--- src/rtl/vga_scan_out.sv ---
// 640x480@60 VGA scan-out: pixel divider, h/v counters, one-pixel output stage, frame tick.
// Optional colour-bar generator guarded by VGA_TEST_PATTERN_EN (adds pattern_sel input).
module vga_scan_out #(
    parameter int CLK_DIV  = 4,
    parameter int H_ACTIVE = 640,
    parameter int H_FP     = 16,
    parameter int H_SYNC   = 96,
    parameter int H_BP     = 48,
    parameter int V_ACTIVE = 480,
    parameter int V_FP     = 10,
    parameter int V_SYNC   = 2,
    parameter int V_BP     = 33
) (
    input  logic        clk,
    input  logic        reset_n,
`ifdef VGA_TEST_PATTERN_EN
    input  logic        pattern_sel,
`endif
    input  logic [11:0] rgb_in,
    output logic [9:0]  pixel_x,
    output logic [9:0]  pixel_y,
    output logic        video_on,
    output logic        pixel_tick,
    output logic        frame_tick,
    output logic        hsync,
    output logic        vsync,
    output logic [11:0] vga_rgb
);
    localparam int H_TOTAL  = H_ACTIVE + H_FP + H_SYNC + H_BP;
    localparam int V_TOTAL  = V_ACTIVE + V_FP + V_SYNC + V_BP;
    localparam int HS_START = H_ACTIVE + H_FP;
    localparam int HS_END   = HS_START + H_SYNC - 1;
    localparam int VS_START = V_ACTIVE + V_FP;
    localparam int VS_END   = VS_START + V_SYNC - 1;
    localparam int DIV_W    = (CLK_DIV > 1) ? $clog2(CLK_DIV) : 1;

    typedef struct packed {
        logic        hs;
        logic        vs;
        logic [11:0] rgb;
    } out_t;

    logic [DIV_W-1:0] div_cnt;
    logic [9:0]       h_cnt;
    logic [9:0]       v_cnt;
    logic             h_last;
    logic             v_last;
    logic             hs_act;
    logic             vs_act;
    logic [11:0]      src_rgb;
    out_t             out_nxt;
    out_t             out_q;

    assign pixel_tick = (div_cnt == DIV_W'(CLK_DIV - 1));
    assign h_last     = (h_cnt == 10'(H_TOTAL - 1));
    assign v_last     = (v_cnt == 10'(V_TOTAL - 1));
    assign video_on   = (h_cnt < 10'(H_ACTIVE)) && (v_cnt < 10'(V_ACTIVE));
    assign hs_act     = (h_cnt >= 10'(HS_START)) && (h_cnt <= 10'(HS_END));
    assign vs_act     = (v_cnt >= 10'(VS_START)) && (v_cnt <= 10'(VS_END));
    assign pixel_x    = h_cnt;
    assign pixel_y    = v_cnt;

`ifdef VGA_TEST_PATTERN_EN
    logic [11:0] bar_rgb;

    // 128-pixel bars: index is just the top three bits of x, no divider needed.
    always_comb begin
        bar_rgb = 12'h000;
        case (h_cnt[9:7])
            3'd0:    bar_rgb = 12'hFFF;
            3'd1:    bar_rgb = 12'hFF0;
            3'd2:    bar_rgb = 12'h0FF;
            3'd3:    bar_rgb = 12'h0F0;
            3'd4:    bar_rgb = 12'hF0F;
            3'd5:    bar_rgb = 12'hF00;
            3'd6:    bar_rgb = 12'h00F;
            default: bar_rgb = 12'h000;
        endcase
    end

    assign src_rgb = pattern_sel ? bar_rgb : rgb_in;
`else
    assign src_rgb = rgb_in;
`endif

    always_comb begin
        out_nxt.hs  = !hs_act;
        out_nxt.vs  = !vs_act;
        out_nxt.rgb = video_on ? src_rgb : 12'h000;
    end

    always_ff @(posedge clk or negedge reset_n) begin
        if (!reset_n) begin
            div_cnt <= '0;
        end else if (pixel_tick) begin
            div_cnt <= '0;
        end else begin
            div_cnt <= div_cnt + DIV_W'(1);
        end
    end

    always_ff @(posedge clk or negedge reset_n) begin
        if (!reset_n) begin
            h_cnt <= '0;
            v_cnt <= '0;
        end else if (pixel_tick) begin
            if (h_last) begin
                h_cnt <= '0;
                v_cnt <= v_last ? 10'd0 : v_cnt + 10'd1;
            end else begin
                h_cnt <= h_cnt + 10'd1;
            end
        end
    end

    // Sync and colour share one register so they stay aligned, one pixel behind the counters.
    always_ff @(posedge clk or negedge reset_n) begin
        if (!reset_n) begin
            out_q <= '{hs: 1'b1, vs: 1'b1, rgb: 12'h000};
        end else if (pixel_tick) begin
            out_q <= out_nxt;
        end
    end

    always_ff @(posedge clk or negedge reset_n) begin
        if (!reset_n) begin
            frame_tick <= 1'b0;
        end else begin
            frame_tick <= pixel_tick && h_last && v_last;
        end
    end

    assign hsync   = out_q.hs;
    assign vsync   = out_q.vs;
    assign vga_rgb = out_q.rgb;
endmodule

--- config.mk ---
export PLATFORM = sky130hd
export DESIGN_NAME = vga_scan_out
export DESIGN_NICKNAME = d
export VERILOG_FILES = /design/src/rtl/vga_scan_out.sv
export SDC_FILE = /design/constraint.sdc
export NUM_CORES = 1
export LEC_CHECK = 0
export ABC_AREA = 1
export ABC_CLOCK_PERIOD_IN_PS = 3950
export BUFFER_PORTS_ARGS = -buffer_cell sky130_fd_sc_hd__buf_2
export CORE_MARGIN = 10
export CORE_UTILIZATION = 31
export CTS_BUF_LIST = sky130_fd_sc_hd__clkbuf_8
export CTS_CLUSTER_SIZE = 30
export DETAILED_ROUTE_END_ITERATION = 12
export PLACE_DENSITY_LB_ADDON = 0.3
export REMOVE_ABC_BUFFERS = 1
export SLEW_MARGIN = 25
export SYNTH_ARGS = -nofsm -noshare
export SYNTH_HDL_FRONTEND = slang
export SYNTH_SLANG_ARGS = --single-unit
--- constraint.sdc ---
create_clock -name clk -period 3.95 [get_ports clk]
set_input_delay 0.1975 -clock clk [delete_from_list [all_inputs] [get_ports clk]]
set_output_delay 0.1975 -clock clk [all_outputs]
set_load 0.01 [all_outputs]
==> results of run 1 <==
[registers in the layout, indices dropped and copies added (netlist names)]
register	flops
div_cnt	2
frame_tick	1
hsync	1
pixel_x	10
pixel_y	10
vga_rgb	12
vsync	1
[routing by layer]
metal	share of wire, %	wire, µm	vias up
li1	-	-	844
met4	1.7	80	0
met2	45	2090	45
met3	6.3	296	8
met5	0	0	-
met1	47	2220	759
[layout by cell type, fill, tap and decap left out, types with 3 or more instances in the layout]
cell type / synthesis / layout
sky130_fd_sc_hd__o21ai_1: 3 / 3
sky130_fd_sc_hd__clkbuf_8: 0 / 5
sky130_fd_sc_hd__inv_2: 3 / 3
sky130_fd_sc_hd__nand3_1: 15 / 15
sky130_fd_sc_hd__xor2_1: 7 / 7
sky130_fd_sc_hd__nand2_1: 65 / 65
sky130_fd_sc_hd__o21ai_0: 20 / 20
sky130_fd_sc_hd__buf_2: 1 / 50
sky130_fd_sc_hd__dfrtp_1: 35 / 35
sky130_fd_sc_hd__nand4_1: 7 / 7
sky130_fd_sc_hd__inv_1: 20 / 20
sky130_fd_sc_hd__nor2_1: 20 / 20
sky130_fd_sc_hd__nor2_4: 3 / 3
sky130_fd_sc_hd__nor3_1: 6 / 6
sky130_fd_sc_hd__a21oi_1: 3 / 3
sky130_fd_sc_hd__ha_1: 5 / 5
[power groups by stage]
stage | sequential [W] | clock [W] | combinational (W)
detailed placement | 0.000395 | 0 | 0.0000295
CTS | 0.000388 | 0.000345 | 0.0000295
finish | 0.000388 | 0.000331 | 0.0000278
global route | 0.000389 | 0.000359 | 0.0000327
global placement | 0.000396 | 0 | 0.0000294
floorplan | 0.000399 | 0 | 0.00000424
[worst max-delay path: stages, from the launching register on]
cell	delay (ps)
sky130_fd_sc_hd__dfrtp_1	350
sky130_fd_sc_hd__ha_1	760
sky130_fd_sc_hd__inv_2	370
sky130_fd_sc_hd__nor3_2	340
sky130_fd_sc_hd__nand2_1	130
sky130_fd_sc_hd__nor3_1	160
sky130_fd_sc_hd__nor2_1	70
[cell type report]
class	instances	area, µm²
fill	646	3630
sequential	37	928
multi-input combinational	165	853
timing repair buffer	50	250
tap	75	93.8
inverter	23	86.3
clock buffer	5	68.8
clock inverter	3	46.3
[kinds of logic (layout without fill, tap and decap cells)]
logic type               count (synthesis)  in the layout  synth area share [%]
AO/OA/AOI/OAI                           28             28                  7.55
XOR/XNOR                                 8              8                  3.68
adder cells (fa/ha/maj)                  5              5                  3.28
buffers and inverters                   30             81                  6.50
flip-flops                              37             37                  48.7
AND/OR/NAND/NOR                        124            124                  30.3
[how the worst max path moves through the flow]
stage,depth (start not counted),endpoint
after floorplan,6,pixel_x[8]
after global placement,6,pixel_y[2]
after detailed placement,6,pixel_x[8]
after CTS,6,pixel_x[8]
after global routing,7,pixel_x[8]
final,6,pixel_x[8]
[metrics by stage]
| step | utilization [%] | instances | hold slack [ps] | setup WS, ps |
|---|---|---|---|---|
| after floorplan | - | 225 | -98.1 | 2070 |
| after global placement | 37.1 | 350 | 358 | 1770 |
| after detailed placement | 37.1 | 350 | 349 | 1640 |
| after CTS | 39.1 | 358 | 29.1 | 1610 |
| after global routing | 39.1 | 358 | 62.4 | 1290 |
| final | 39.1 | 358 | -12.4 | 1650 |
==> key figures, run 1 <==
STA
  • Slew at the pin closest to its max-slew limit: 914 ps
  • Total of endpoints with negative setup slack in the final report: 0
  • Final setup skew: 9.82 ps
  • Shortest clock period the worst path allows after layout: 2300 ps
  • Final count of pins violating max slew: 0
  • Final Hold Slack: -12.4 ps
  • Worst slew margin: 39.1%
  • Post-route fraction of the period consumed by the critical path: 58.1%
  • Hold violation total from the final report: 21
  • TNS Setup: 0 ps
  • Maximum frequency from static timing analysis: 435 MHz
  • Unrepaired setup endpoints after global routing: no

Worst setup path
  • Start-to-end type of the worst setup path: reg2reg
  • Critical Path End Type: flip-flop
  • Startpoint of the worst register-to-register path: div_cnt[0]
  • Critical path startpoint: div_cnt[0]
  • Critical path required time: 4120 ps
  • Worst r2r path cells: 6
  • Terminus of the critical flop-to-flop path: pixel_x[8]
  • Startpoint type of the worst setup path: flip-flop
  • Largest fanout of any net on the critical path: 26
  • Critical Path AT: 2470 ps
  • Reg2Reg Setup Slack: 1650 ps

Synth
  • Cell Area, Synth: 1910 µm²
  • Sequential-to-total area share from yosys stat: 48.7%
  • Synth warn: 0
  • Avg Synthesized Cell Area: 8.21 µm²
  • Cell types with the largest area share after synthesis: sky130_fd_sc_hd__dfrtp_1, sky130_fd_sc_hd__nand2_1, sky130_fd_sc_hd__o21ai_0
  • Commonest cells in the synthesized netlist: sky130_fd_sc_hd__nand2_1, sky130_fd_sc_hd__dfrtp_1, sky130_fd_sc_hd__inv_1, sky130_fd_sc_hd__nor2_1, sky130_fd_sc_hd__o21ai_0
  • FF+latch count, synth: 37
  • Share of flip-flops with an asynchronous set or reset after synthesis: 100%
  • Cell type contributing the most total cell area after synthesis: sky130_fd_sc_hd__dfrtp_1
  • Number of enable-type register cells in the synthesized netlist: 0
  • Fraction of synthesized cell area taken by the top area cell type: 46.0%
  • Most common flop cell mapped by yosys: sky130_fd_sc_hd__dfrtp_1
  • Gate count of the mapped netlist: 232
  • Cell variety after synth: 28
  • Most frequently used cell type in the post-synthesis netlist: sky130_fd_sc_hd__nand2_1

CTS
  • Quantity of hold-fixing buffers added after cts: 0
  • Clock slew at reported path FFs: 80 ps
  • Number of sinks driven by the clock tree: 37
  • Total clock buffers created by CTS: 5
  • Clock tree buffer depth: 2
  • CTS tree: built
  • Clk Tree Root Cell: sky130_fd_sc_hd__clkbuf_8
  • Number of buffers added for setup after CTS: 0
  • Maximum level of the CTS H-tree: 2
  • Cts repair resizes: 0
  • Clk_lat worst skew: 290 ps

Routing
  • Initial DRC count: 106
  • Number of vias in the routed layout: 1656
  • Avg WL per Cell: 13.1 µm
  • Via-to-Cell Ratio: 4.63
  • Number of iterations in the first detailed-routing pass: 4
  • DR DRC count: 0
  • Routed Antenna Nets: 0
  • Overall routed net length: 4.69 mm

Global routing
  • Met2 layer usage reported by global route: 15.0%
  • Pin count of the biggest net entering global routing: 38
  • Number of global-route vias before repair: 1689
  • Global-route wire length before repair: 8.07 mm
  • Congestion Overflow GR: 0
  • Initial antenna violation count: 0
  • Global Route met1 Usage: 12.4%
  • Global-route total usage across every layer: 9.87%
  • Most heavily used metal layer in global routing: met2
  • Global routing usage on met3: 3.59%

Die
  • Core region area: 5960 µm²
  • Die extent in y: 98.4 µm
  • Number of top-level pins: 51
  • Number of standard-cell rows in the floorplan: 28
  • Die Area: 9680 µm²
  • Die Span X: 98.4 µm
  • Starting utilization of the core area: 32.0%

Pwr
  • Final total power: 0.000747 W
  • Pwr per Cell Area: 321 nW/µm²
  • Logic pwr share: 3.7%
  • Static leakage: 1.14 nW
  • Max VDD drop: 0.115 mV
  • Fraction of power consumed by sequential logic: 51.9%
  • Clock power frac: 44.3%
  • Sw Share: 21.7%
  • Switching component of the power: 0.000163 W
  • Internal cell power: 0.000585 W

Cells and area
  • Post-route design area: 2330 µm²
  • Synth-to-Final Area Change: 22.1%
  • Fraction of final layout cells sized beyond drive strength 1: 25.1%
  • Antenna diode count: 0
  • NumNets Final: 301

Placement
  • Cell area after placement: 2210 µm²
  • RD Place Congestion: 0.833
  • Sum of net half-perimeters after detailed placement: 3.45 mm
  • Buffers on Ports: 50

Outcome
  • Failing checks: negative hold slack
  • Result of the run: finished with violations

Worst hold path
  • Type of the worst min-delay path: in2async

Run
  • Reported max-cap violation count: 0
(Power assumes the default switching activity.)
==> run 2, diff against run 1 <==
--- a/config.mk
+++ b/config.mk
@@ -5,8 +5,8 @@
 export SDC_FILE = /design/constraint.sdc
 export NUM_CORES = 1
 export LEC_CHECK = 0
-export ABC_AREA = 1
-export ABC_CLOCK_PERIOD_IN_PS = 3950
+export ABC_AREA = 0
+export ABC_CLOCK_PERIOD_IN_PS = 2200
 export BUFFER_PORTS_ARGS = -buffer_cell sky130_fd_sc_hd__buf_2
 export CORE_MARGIN = 10
 export CORE_UTILIZATION = 31
==> constraint.sdc (replaced) <==
create_clock -name clk -period 2.2 [get_ports clk]
set_input_delay 0.11 -clock clk [delete_from_list [all_inputs] [get_ports clk]]
set_output_delay 0.11 -clock clk [all_outputs]
set_load 0.01 [all_outputs]
==> run 2 against run 1 <==
- the run now ends clean
- area after synthesis decreased by 9.5%
- combinational power up 95%
- sequential share of layout area grew 2.3 points
- via count shrank 16%
- clock power increased by 80%
- cell count is 15% lower
- count of clock-buffer cells in the layout increased by 1
- synthesized cell count is 25% lower
- clock skew shrank 2.8 ps
- critical path depth decreased by 1
- sequential power grew 79%
- highest routed layer unchanged
==> key figures, run 2 <==
Worst setup path
  • Critical Path End Type: output port
  • Reg2Reg Setup Slack: 380 ps
  • Cell-by-cell listing of the critical path: and3_1 -> nand2_1 -> nand3b_1 -> inv_1 -> buf_2
  • CP peak stage delay: 430 ps
  • Worst path bufs/invs: 2
  • Critical Path AT: 1800 ps
  • Highest-delay cell along the critical path: sky130_fd_sc_hd__dfrtp_1
  • Largest fanout of any net on the critical path: 13
  • Startpoint type of the worst setup path: flip-flop
  • Delay-heaviest family, CP: simple AND/OR/NAND/NOR gates
  • Critical path required time: 2090 ps
  • Start-to-end type of the worst setup path: reg2out

Cells and area
  • Fraction of final layout cells sized beyond drive strength 1: 28.4%
  • Antenna diode count: 0
  • Filler Cells Inserted: 543
  • Largest register FFs: 12
  • Layout Utilization: 40.4%
  • NumNets Final: 250
  • Most common cell after layout, fill and taps aside: sky130_fd_sc_hd__buf_2
  • Most frequent cells in the layout: sky130_fd_sc_hd__buf_2, sky130_fd_sc_hd__dfrtp_1, sky130_fd_sc_hd__nand2_1
  • Synth-to-Final Area Change: 27.4%

STA
  • Shortest clock period the worst path allows after layout: 1910 ps
  • Unrepaired setup endpoints after global routing: no
  • Final Hold Slack: 69.8 ps
  • Worst slew margin: 45.0%
  • Final count of pins violating max slew: 0
  • Slew at the pin closest to its max-slew limit: 825 ps
  • Post-route fraction of the period consumed by the critical path: 86.7%
  • Slack of the critical path: 293 ps
  • Total of endpoints with negative setup slack in the final report: 0
  • Hold violation total from the final report: 0
  • Final setup skew: 7.06 ps
  • TNS Setup: 0 ps
  • Maximum frequency from static timing analysis: 524 MHz

Die
  • Starting utilization of the core area: 31.7%
  • Die Span X: 94.6 µm
  • Die Area: 8950 µm²
  • Die extent in y: 94.6 µm
  • Core region area: 5440 µm²
  • Number of top-level pins: 51
  • Number of standard-cell rows in the floorplan: 27

Synth
  • Sequential-to-total area share from yosys stat: 53.8%
  • Avg Synthesized Cell Area: 9.92 µm²
  • Gate count of the mapped netlist: 174
  • Commonest cells in the synthesized netlist: sky130_fd_sc_hd__dfrtp_1, sky130_fd_sc_hd__nand2_1, sky130_fd_sc_hd__inv_1
  • Post-synthesis xor/xnor area fraction: 6.60%
  • Share of flip-flops with an asynchronous set or reset after synthesis: 100%
  • Combinational family with the most area after synthesis: simple AND/OR/NAND/NOR gates
  • Cell types with the largest area share after synthesis: sky130_fd_sc_hd__dfrtp_1, sky130_fd_sc_hd__nand2_1, sky130_fd_sc_hd__xnor2_1
  • Number of enable-type register cells in the synthesized netlist: 0
  • Share of synthesized cell area in full adder, half adder and majority cells: 3.63%
  • Most common flop cell mapped by yosys: sky130_fd_sc_hd__dfrtp_1
  • Synth warn: 0
  • Cell variety after synth: 31
  • Cell type contributing the most total cell area after synthesis: sky130_fd_sc_hd__dfrtp_1
  • Cell Area, Synth: 1730 µm²
  • Compound-Gate Fraction of Synth Area: 8.63%
  • Fraction of synthesized area in multiplexers: 1.16%
  • Most frequently used cell type in the post-synthesis netlist: sky130_fd_sc_hd__dfrtp_1
  • FF+latch count, synth: 37
  • Simple-gate area share of the yosys netlist: 20.7%
  • Fraction of synthesized cell area taken by the top area cell type: 50.8%

Global routing
  • Initial antenna violation count: 0
  • Global Route met1 Usage: 11.9%
  • Number of global-route vias before repair: 1311
  • Most heavily used metal layer in global routing: met2
  • Met2 layer usage reported by global route: 14.9%
  • Congestion Overflow GR: 0
  • Global-route wire length before repair: 6.82 mm
  • Global-route total usage across every layer: 9.80%
  • Pin count of the biggest net entering global routing: 38
  • Global routing usage on met3: 4.44%

CTS
  • Clock slew at reported path FFs: 70 ps
  • Number of buffers added for setup after CTS: 0
  • Maximum level of the CTS H-tree: 2
  • Cts repair resizes: 0
  • Clk_lat worst skew: 290 ps
  • CTS tree: built
  • Clock tree buffer depth: 2
  • Number of sinks driven by the clock tree: 37
  • Total clock buffers created by CTS: 5
  • Quantity of hold-fixing buffers added after cts: 1
  • Clk Tree Root Cell: sky130_fd_sc_hd__clkbuf_8

Worst hold path
  • Type of the worst min-delay path: in2reg

Pwr
  • Pwr per Cell Area: 612 nW/µm²
  • Logic pwr share: 4.0%
  • Max VDD drop: 0.267 mV
  • Sw Share: 19.8%
  • Switching component of the power: 0.000266 W
  • Clock power frac: 44.2%
  • Fraction of power consumed by sequential logic: 51.8%
  • Static leakage: 1.08 nW
  • Internal cell power: 0.00108 W

Placement
  • RD Place Congestion: 0.828
  • Sum of net half-perimeters after detailed placement: 3.19 mm
  • Buffers on Ports: 50
  • DP Worst Slack: 377 ps

Outcome
  • Result of the run: complete, no violations

Routing
  • Avg WL per Cell: 14.1 µm
  • Overall routed net length: 4.29 mm
  • Initial DRC count: 28
  • Number of vias in the routed layout: 1390
  • DR DRC count: 0
  • Number of iterations in the first detailed-routing pass: 4
  • Routed Antenna Nets: 0
  • Via-to-Cell Ratio: 4.57

Run
  • Reported max-cap violation count: 0
-- run 2: kinds of logic (layout without fill, tap and decap cells) --
logic type / after synthesis / after routing
buffers and inverters: 23 / 81
multiplexers: 2 / 2
AND/OR/NAND/NOR: 70 / 70
XOR/XNOR: 13 / 13
adder cells (fa/ha/maj): 5 / 5
flip-flops: 37 / 37
AO/OA/AOI/OAI: 24 / 24
-- run 2: power groups by stage --
stage / registers, W / logic, W / clock network, W
after floorplan: 0.000716 / 0.00000994 / 0
after global placement: 0.000709 / 0.0000544 / 0
after detailed placement: 0.000709 / 0.0000554 / 0
after CTS: 0.000696 / 0.0000567 / 0.000620
after global routing: 0.000697 / 0.0000618 / 0.000647
final: 0.000696 / 0.0000542 / 0.000595
-- run 2: cell type report --
type	instances	area, µm²	share of cell area [%]
flip-flops and latches	37	928	42.2
clock buffers	6	82.6	3.76
clock inverters	2	33.8	1.54
well taps	72	90.1	4.10
multi-input cells	114	702	31.9
inverters	17	63.8	2.90
repair buffers	56	298	13.5
-- run 2: stage by stage --
stage               area [µm²]  power, W  instances
floorplan                 1690  0.000726        168
global placement          2070  0.000763        295
detailed placement        2070  0.000765        295
CTS                       2200   0.00137        304
global route              2200   0.00141        304
finish                    2200   0.00134        304
-- run 2: worst reg2reg max path: cells and delay by family (launching register included) --
kind / cells / cell delay, ps
flip-flops: 1 / 440
AND/OR/NAND/NOR: 3 / 1030
buffers and inverters: 1 / 190
AO/OA/AOI/OAI: 1 / 80
-- run 2: final timing paths --
path                       startpoint          to  cells past startpoint
setup / recovery           pixel_y[5]    video_on                      5
setup reg to reg           pixel_x[7]  pixel_y[0]                      5
hold reg to reg            div_cnt[0]  div_cnt[0]                      1
hold / removal              rgb_in[1]  vga_rgb[1]                      3
min in group asynchronous     reset_n  pixel_x[5]                      2
max in group asynchronous     reset_n  vga_rgb[9]                      2
-- run 2: per-layer routing --
metal / wire, µm / share of wire (%) / vias to the layer above
met5: 0 / 0 / -
met4: 60 / 1.4 / 0
met3: 350 / 8.2 / 5
met2: 1860 / 43 / 47
met1: 2020 / 47 / 625
li1: - / - / 713
==> run 3, diff against run 2 <==
--- a/config.mk
+++ b/config.mk
@@ -5,7 +5,7 @@
 export SDC_FILE = /design/constraint.sdc
 export NUM_CORES = 1
 export LEC_CHECK = 0
-export ABC_AREA = 0
+export ABC_AREA = 1
 export ABC_CLOCK_PERIOD_IN_PS = 2200
 export BUFFER_PORTS_ARGS = -buffer_cell sky130_fd_sc_hd__buf_2
 export CORE_MARGIN = 10
@@ -15,6 +15,7 @@
 export DETAILED_ROUTE_END_ITERATION = 12
 export PLACE_DENSITY_LB_ADDON = 0.3
 export REMOVE_ABC_BUFFERS = 1
+export SKIP_LAST_GASP = 1
 export SLEW_MARGIN = 25
 export SYNTH_ARGS = -nofsm -noshare
 export SYNTH_HDL_FRONTEND = slang
==> run 3 against run 2 <==
- count of clock-buffer cells in the layout unchanged
- flip-flop and latch count did not move
- cell count increased by 18%
- critical path type unchanged
- critical endpoint unchanged
- largest power group unchanged
==> key figures, run 3 (synthesis gave the netlist of run 1 again) <==
CTS
  • Total clock buffers created by CTS: 5
  • Clk Tree Root Cell: sky130_fd_sc_hd__clkbuf_8
  • Number of buffers added for setup after CTS: 0
  • Clock slew at reported path FFs: 80 ps
  • Clk_lat worst skew: 290 ps
  • Number of sinks driven by the clock tree: 37
  • Quantity of hold-fixing buffers added after cts: 1
  • Maximum level of the CTS H-tree: 2
  • Clock tree buffer depth: 2
  • Cts repair resizes: 0
  • CTS tree: built

Worst setup path
  • Critical path startpoint: pixel_x[9]
  • Largest fanout of any net on the critical path: 13
  • Start-to-end type of the worst setup path: reg2out
  • Worst r2r path cells: 8
  • Critical Path End Type: output port
  • Reg2Reg Setup Slack: 600 ps
  • Critical path required time: 2090 ps
  • Critical Path AT: 1740 ps
  • Terminus of the critical flop-to-flop path: pixel_y[2]
  • Startpoint type of the worst setup path: flip-flop
  • Startpoint of the worst register-to-register path: pixel_x[0]

Routing
  • Overall routed net length: 4.72 mm
  • Initial DRC count: 108
  • Number of vias in the routed layout: 1654
  • DR DRC count: 0
  • Number of iterations in the first detailed-routing pass: 4
  • Routed Antenna Nets: 0
  • Via-to-Cell Ratio: 4.59
  • Avg WL per Cell: 13.1 µm

Placement
  • RD Place Congestion: 0.835
  • Cell count after placement: 351
  • Cell area after placement: 2220 µm²
  • Buffers on Ports: 50
  • Sum of net half-perimeters after detailed placement: 3.50 mm

Pwr
  • Switching component of the power: 0.000291 W
  • Sw Share: 21.2%
  • Pwr per Cell Area: 584 nW/µm²
  • Clock power frac: 45.5%
  • Max VDD drop: 0.256 mV
  • Logic pwr share: 3.7%
  • Fraction of power consumed by sequential logic: 50.8%
  • Internal cell power: 0.00108 W
  • Static leakage: 1.15 nW

Cells and area
  • Filler Cells Inserted: 646
  • Largest register FFs: 12
  • Area taken by flip-flops and latches: 928 µm²
  • NumNets Final: 303
  • Most frequent cells in the layout: sky130_fd_sc_hd__nand2_1, sky130_fd_sc_hd__buf_2, sky130_fd_sc_hd__dfrtp_1
  • Area of the multi-input gates: 853 µm²
  • Final Instance Count excl. Fillers: 360
  • Synth-to-Final Area Change: 23.3%
  • Most common cell after layout, fill and taps aside: sky130_fd_sc_hd__nand2_1
  • Post-route design area: 2350 µm²
  • Fraction of final layout cells sized beyond drive strength 1: 25.3%
  • Antenna diode count: 0

STA
  • Hold violation total from the final report: 0
  • Unrepaired setup endpoints after global routing: no
  • Worst slew margin: 45.4%
  • Final setup skew: 7.43 ps
  • Post-route fraction of the period consumed by the critical path: 84.1%
  • TNS Setup: 0 ps
  • Maximum frequency from static timing analysis: 540 MHz
  • Shortest clock period the worst path allows after layout: 1850 ps
  • Final count of pins violating max slew: 0
  • Total of endpoints with negative setup slack in the final report: 0
  • Slew at the pin closest to its max-slew limit: 819 ps

Worst hold path
  • Worst-case hold path end point: vga_rgb[5]
  • Type of the worst min-delay path: in2reg
  • Hold_sp: rgb_in[5]
  • Number of instances on the worst hold path: 3

Run
  • Reported max-cap violation count: 0

Die
  • Core region area: 5960 µm²
  • Die Span X: 98.4 µm
  • Number of standard-cell rows in the floorplan: 28
  • Die extent in y: 98.4 µm
  • Number of top-level pins: 51
  • Starting utilization of the core area: 32.0%
  • Die Area: 9680 µm²

Global routing
  • Initial antenna violation count: 0
  • Global-route total usage across every layer: 9.73%
  • Congestion Overflow GR: 0
  • Number of global-route vias before repair: 1682
  • Global-route wire length before repair: 8.05 mm
  • Pin count of the biggest net entering global routing: 38

Outcome
  • Result of the run: complete, no violations
==> run 3: cell types whose count changed in the layout (fill, tap and decap cells not counted), moves of 8 or more <==
cell                      change
sky130_fd_sc_hd__nand2_1     +44
sky130_fd_sc_hd__o21ai_0     +15
sky130_fd_sc_hd__o22ai_1     -12
sky130_fd_sc_hd__nor2_1       +8
sky130_fd_sc_hd__xnor2_1      -8
==> run 3: metal layers <==
layer	up-vias	GRT usage [%]	wire length, µm
li1	851	-	-
met2	38	15.0	2110
met5	-	0	0
met4	0	2.98	38
met1	763	12.3	2310
met3	2	3.66	265
==> run 3: cell type report <==
type | count | area share (%)
Tap cell | 75 | 3.99
Timing Repair Buffer | 52 | 11.4
Sequential cell | 37 | 39.5
Multi-Input combinational cell | 165 | 36.3
Inverter | 23 | 3.67
Clock inverter | 2 | 1.60
Clock buffer | 6 | 3.51
==> run 3: power by group through the flow <==
| stage | Sequential [W] | Clock (W) | Combinational (W) |
|---|---|---|---|
| floorplan | 0.000716 | 0 | 0.00000761 |
| global placement | 0.000710 | 0 | 0.0000521 |
| detailed placement | 0.000710 | 0 | 0.0000527 |
| CTS | 0.000697 | 0.000641 | 0.0000539 |
| global route | 0.000698 | 0.000668 | 0.0000592 |
| finish | 0.000697 | 0.000624 | 0.0000509 |
==> run 3: how the worst max path moves through the flow <==
stage / end / slack, ps
final: video_on / 350
after global routing: video_on / 200
after CTS: video_on / 330
after detailed placement: pixel_y[2] / 580
after global placement: pixel_y[2] / 640
after floorplan: pixel_x[8] / 320
==> run 3: worst max-delay path: stages, from the launching register on <==
cell,delay (ps)
sky130_fd_sc_hd__dfrtp_1,450
sky130_fd_sc_hd__nand2_1,140
sky130_fd_sc_hd__inv_1,100
sky130_fd_sc_hd__nor3_1,220
sky130_fd_sc_hd__nand2_1,300
sky130_fd_sc_hd__inv_1,110
sky130_fd_sc_hd__buf_2,130
==> run 3: per-stage QoR <==
step           total power (W)  setup slack (ps)  util (%)  hold WS (ps)
3_5_place_dp          0.000763               581      37.3           267
6_report               0.00137               350      39.5          76.5
2_1_floorplan         0.000723               323         -          -186
4_1_cts                0.00139               330      39.5          68.8
3_3_place_gp          0.000762               643      37.3           261
5_1_grt                0.00143               204      39.5          92.3
